### src/rtl/vec_enc_pkg.sv
// Shared definitions for the vector-to-index encoder: FSM states and index width helper.
package vec_enc_pkg;

    typedef enum logic {
        IDLE = 1'b0,
        EMIT = 1'b1
    } vec_enc_state_t;

    function automatic int idx_width(input int n);
        return (n < 2) ? 1 : $clog2(n);
    endfunction

endpackage

### src/rtl/vec_enc_pri_enc.sv
// Combinational lowest-set-bit priority encoder; o_any flags a non-zero input.
module pri_enc
    import vec_enc_pkg::*;
#(
    parameter int N = 16,
    localparam int W = idx_width(N)
) (
    input  logic [N-1:0] i_x,
    output logic [W-1:0] o_y,
    output logic         o_any
);

    // Scan from the top so the lowest set bit is the final assignment.
    always_comb begin
        o_y   = '0;
        o_any = |i_x;
        for (int i = N - 1; i >= 0; i--) begin
            if (i_x[i]) begin
                o_y = W'(i);
            end
        end
    end

endmodule

### src/rtl/vec_enc.sv
// Serialises a multi-hot vector into one index per beat, lowest first; first beat the cycle after accept.
// Downstream stall holds the current beat; a new vector may be accepted on the last beat with no bubble.
module vec_enc
    import vec_enc_pkg::*;
#(
    parameter int N = 16,
    localparam int W = idx_width(N)
) (
    input  logic         clk,
    input  logic         rst,
    input  logic         i_vld,
    input  logic [N-1:0] i_vec,
    output logic         o_rdy,
    output logic         o_vld,
    output logic [W-1:0] o_idx,
    output logic         o_last,
    input  logic         i_rdy,
    output logic         o_busy
);

    vec_enc_state_t state;
    logic [N-1:0]   residue;
    logic [N-1:0]   residue_next;
    logic [W-1:0]   low_idx;
    logic           low_any;
    logic           emit;
    logic           is_last;
    logic           accept;
    logic           beat;

    pri_enc #(.N(N)) u_pri_enc (
        .i_x   (residue),
        .o_y   (low_idx),
        .o_any (low_any)
    );

    assign residue_next = residue & (residue - N'(1));
    assign is_last      = (residue_next == '0);

    // Outputs are masked by rst so nothing stale is visible during the reset cycle.
    assign emit   = (state == EMIT) && !rst;
    assign o_vld  = emit;
    assign o_busy = emit;
    assign o_idx  = (emit && low_any) ? low_idx : '0;
    assign o_last = emit && is_last;
    assign o_rdy  = !rst && ((state == IDLE) || (is_last && i_rdy));

    assign accept = i_vld && o_rdy;
    assign beat   = o_vld && i_rdy;

    always_ff @(posedge clk) begin
        if (rst) begin
            state   <= IDLE;
            residue <= '0;
        end else if (accept) begin
            residue <= i_vec;
            state   <= (i_vec != '0) ? EMIT : IDLE;
        end else if (beat) begin
            residue <= residue_next;
            if (is_last) begin
                state <= IDLE;
            end
        end
    end

endmodule

### config.mk
export PLATFORM = sky130hd
export DESIGN_NAME = vec_enc
export DESIGN_NICKNAME = d
export VERILOG_FILES = /design/src/rtl/vec_enc_pkg.sv /design/src/rtl/vec_enc_pri_enc.sv /design/src/rtl/vec_enc.sv
export SDC_FILE = /design/constraint.sdc
export NUM_CORES = 1
export LEC_CHECK = 0
export CORE_UTILIZATION = 30
export CTS_CLUSTER_SIZE = 25
export DETAILED_ROUTE_END_ITERATION = 6
export GPL_ROUTABILITY_DRIVEN = 0
export HOLD_SLACK_MARGIN = 0.08
export PLACE_DENSITY_LB_ADDON = 0.05
export SYNTH_ARGS = -nofsm -noshare
export SYNTH_HDL_FRONTEND = slang
export SYNTH_HIERARCHICAL = 1
export SYNTH_SLANG_ARGS = --single-unit
### constraint.sdc
create_clock -name clk -period 4 [get_ports clk]
set_clock_uncertainty 0.2 [all_clocks]
set_input_delay 1 -clock clk [delete_from_list [all_inputs] [get_ports clk]]
set_output_delay 1 -clock clk [all_outputs]
set_load 0.005 [all_outputs]
# Word-level counts from Yosys, hierarchy flattened
# Cells that the tools add are included.
totals:
  regBits: 17
  latchBits: 0
  ram_bits: 0
  romBits: 0
  in_bits: 20
  output_inout_bits: 8
  elab_cells: 43
  memories: 0
op_classes:
  n_addsub: 1
  n_mul: 0
  div: 0
  magnitude_cmp: 0
  n_eq_ne: 0
  n_shift: 0
  n_mux: 23
  bitwise_logic: 2
  n_reduce_logical: 15
op_table:
  columns: ["operator", "n"]
  rows:
  - ["4-bit two-way mux", 17]
  - ["16-bit two-way mux", 2]
  - ["16-bit bitwise AND", 1]
  - ["16-bit logical NOT", 1]
  - ["16-bit nonzero test", 1]
  - ["16-bit OR reduction", 1]
  - ["16-bit by 1-bit subtractor with 16-bit output, second input constant", 1]
  - ["1-bit logical AND", 7]
  - ["1-bit two-way mux", 4]
  - ["2-bit nonzero test", 2]
  - ["2-bit AND reduction", 1]
  - ["1-bit logical NOT", 1]
  - ["1-bit logical OR", 1]
  - ["1-bit inverter", 1]

# Longest topological paths before layout
logic_depth:
  ltp_word: 17
  depth_mapped: 6
  ltp_nobuf: 5

# Hierarchy
# The synthesis kept the hierarchy.
modules_own_cells:
  columns: ["module", "instances", "cells_per_inst", "area_per_inst_um2", "seq_area_each_um2"]
  rows:
  - ["vec_enc", 1, 128, 1092.3, 340.3]
  - ["pri_enc", 1, 34, 176.4, 0.0]

# Worst setup path after synthesis
# Ideal clock, no wire load.
synth_path:
  path_type: "input -> output"
  start: "input i_rdy"
  end: "output o_rdy"
  t_arrival_ns: 1.722
  required_time_ns: 2.800
  path_slack_ns: 1.078
  path_stages: 5
  path_cell_list: "inv_1 -> a31oi_1 -> a41oi_4 -> buf_6 -> nor2_1"
synth_via:
  elab_chain_cells: 3
synth_rtl:
  columns: ["element", "line", "text"]
  rows:
  - ["start, declared", "vec_enc.sv:17", "input logic i_rdy,"]
  - ["1-bit logical AND", "vec_enc.sv:46", "assign o_rdy = !rst && ((state == IDLE) || (is_last && i_rdy));"]
  - ["1-bit logical OR", "vec_enc.sv:46", null]
  - ["1-bit logical AND", "vec_enc.sv:46", null]
  - ["end, declared", "vec_enc.sv:13", "output logic o_rdy,"]
# Every way passes these cells.

# Final worst setup path
# Ends and elaborated chain as after synthesis.

==> summary.txt <==
Critical path
  – Crit path kind: in -> out
  – CP peak stage delay: 0.51 ns
  – CP required: 2.80 ns
  – Critical Path Most Common Cell: clkdlybuf4s50_1
  – CP Data Arrival Time: 2.57 ns
  – Register-to-Register Path Depth: 6
  – Critical Path Fanout Max: 3
  – Critical path endpoint category: primary output
  – Critical Path, Cell by Cell: clkdlybuf4s50_1, inv_1, a31oi_1, a41oi_4, nor2_1, clkdlybuf4s50_1
  – Worst Setup Start Kind: input pin
  – CP max stage cell: clkdlybuf4s50_1

Clocking
  – CTS Buf Count: 3
  – Root Buffer: clkbuf_8
  – Sink Count: 17
  – CTS H-tree depth: 1
  – CTS tree: built
  – Clk_lat worst skew: 0.26 ns
  – Post-CTS sizing: 0
  – Post-CTS Hold Buffers: 0
  – Setup Buffers After CTS: 0
  – Clock buffer depth: 2
  – Worst-path clk slew: 0.07 ns

Synth
  – Syn Std Cell Area: 1270 sq um
  – Synthesized instance count: 162
  – Warnings from Yosys: 6
  – Post-Syn Nets: 182
  – Compound-cell area share of the yosys netlist: 0.310
  – Yosys reg bits: 17
  – Largest area contributor in the netlist: dfxtp_1
  – Main synth FF type: dfxtp_1
  – Post-synthesis sequential area ratio: 0.268
  – Mux share of post-synthesis cell area: 0.00789
  – Simple logic cell fraction of the synthesized area: 0.307
  – Synth async-reset ratio: 0
  – Area contributors post-synth: dfxtp_1, o31ai_1, inv_1
  – Post-synth EDFFs: 0
  – Adder-Cell Fraction of Synth Area: 0.0158
  – Netlist cell types: 41
  – Combinational family with the most area after synthesis: compound AO/OA/AOI/OAI gates
  – Top cell type's share of synthesized area: 0.268
  – Synth Area in XOR/XNOR: 0
  – Mean Syn Cell Area: 7.83 sq um

Die
  – Num rows: 23
  – Starting density of the core: 0.315
  – I/O pin count: 28
  – Die width: 67.0 microns
  – Core ar.: 4030 sq um
  – DIE AREA: 4490 sq um
  – Die Y: 67.0 microns

Power
  – Net Sw Frac: 0.355
  – Clock network fraction of total power: 0.261
  – Switching Power: 188 uW
  – Pwr dens: 325 nW/um^2
  – Comb power frac: 0.334
  – Reg power frac: 0.404
  – Pint: 342 uW
  – Leak: 0.640 nW
  – Peak VDD IR: 0.000140 V

Global route
  – Vias in the first global route: 1170
  – Initial antenna violation count: 0
  – Met2 usage: 0.266
  – Largest net degree at the start of global routing: 17
  – Met3 Usage GRT: 0.0205
  – First-pass GRT wire length: 5740 microns
  – GRT overflow: 0
  – Layer with the highest usage: met2
  – Gr usage total: 0.173
  – Met1 Usage GRT: 0.241

Placement
  – Post-Place Cells: 236
  – Buffers on Ports: 27
  – Dpl hpwl: 2720 microns

STA
  – TNS Setup: 0 ns
  – Final setup vio count: 0
  – Fmax: 265 MHz
  – Pins Over Slew Limit: 0
  – Worst slew pin tran: 0.692 ns
  – Hold_ws: 0.410 ns
  – Final Hold Vio Count: 0
  – Unrepaired setup endpoints after global routing: false
  – Slew headroom: 0.539
  – Period utilization: 0.942
  – Minimum clock period: 3.77 ns

Cells and area
  – Finished Layout Cells: 240
  – Share of layout cells above drive strength 1: 0.0895
  – Number of fill cells in the layout: 433
  – Number of diodes: 0
  – Most common cell after layout, fill and taps aside: clkdlybuf4s50_1
  – Final net count: 211
  – Commonest cells after routing, fill and taps aside: clkdlybuf4s50_1, inv_1, dfxtp_1, o31ai_1, nor2_1
  – Area grow syn2layout: 28.9%

Detailed routing
  – Total Wirelength: 3530 microns
  – Starting DRT DRC Count: 62
  – DRT Pass-1 Iters: 4
  – Vias per inst: 5.44
  – Routed Antenna Nets: 0
  – Vias: 1305
  – WL/cell: 14.7 microns
  – DRC viols: 0

Run status
  – Status: finished clean

Job
  – Max-Cap Viols: 0

Min path
  – Worst Hold Depth: 2
  – Worst Hold Class: reg -> reg
-- cells in the mapped netlist, drive strengths merged (5+ instances only) --
master / instances
inv: 23
o211ai: 9
a21oi: 7
nor2: 15
and3: 5
or3: 7
o31ai: 16
dfxtp: 17
nand3: 9
nor4: 9
nand2: 5
-- sequential cells by signal, indices dropped and copies added, names as in the netlist --
| signal | cells |
|---|---|
| residue | 16 |
| state | 1 |
-- power by group through the flow --
stage / Clock [mW] / Combinational (mW) / Sequential [mW]
finish: 0.139 / 0.177 / 0.215
global route: 0.151 / 0.198 / 0.218
CTS: 0.144 / 0.179 / 0.214
detailed placement: 0 / 0.178 / 0.218
global placement: 0 / 0.176 / 0.218
floorplan: 0 / 0.122 / 0.209
-- critical path: cells and delay by family --
kind,cells,cell delay [ns]
buffers and inverters,3,1.08
AO/OA/AOI/OAI,2,0.37
AND/OR/NAND/NOR,1,0.11
-- stage by stage --
stage | setup slack, ns | instance area (sq um) | total power [mW] | util
finish | 0.233 | 1640 | 0.531 | 0.406
CTS | 0.194 | 1640 | 0.537 | 0.406
global placement | 0.247 | 1590 | 0.394 | 0.394
detailed placement | 0.194 | 1590 | 0.396 | 0.394
global route | 0.0727 | 1640 | 0.567 | 0.406
floorplan | 1.08 | 1270 | 0.331 | -
-- layout make-up --
type | instances | area, sq um | area share
Multi-Input combinational cell | 117 | 812 | 0.497
Sequential cell | 17 | 340 | 0.208
Timing Repair Buffer | 29 | 285 | 0.174
Inverter | 23 | 86.3 | 0.0528
Tap cell | 50 | 62.6 | 0.0383
Clock buffer | 3 | 41.3 | 0.0252
Clock inverter | 1 | 7.51 | 0.00459
-- path summary, 6_finish.rpt --
path	start	end	slack, ns
min reg2reg	residue[11]	residue[11]	0.41
max	i_rdy	o_rdy	0.23
max reg2reg	residue[0]	residue[6]	1.74
min	residue[11]	residue[11]	0.41
-- routing by layer --
metal | vias to the layer above | wire [microns]
li1 | 669 | -
met1 | 606 | 1780
met2 | 25 | 1600
met3 | 5 | 99
met4 | 0 | 52
met5 | - | 0
-- cell families (layout without fill, tap and decap cells) --
kind of cell    count (synthesis)  count (layout)
simple gates                   64              64
compound gates                 50              50
buf+inv                        28              56
flops                          17              17
fa+ha+maj                       2               2
mux                             1               1
(Power assumes the default switching activity.)
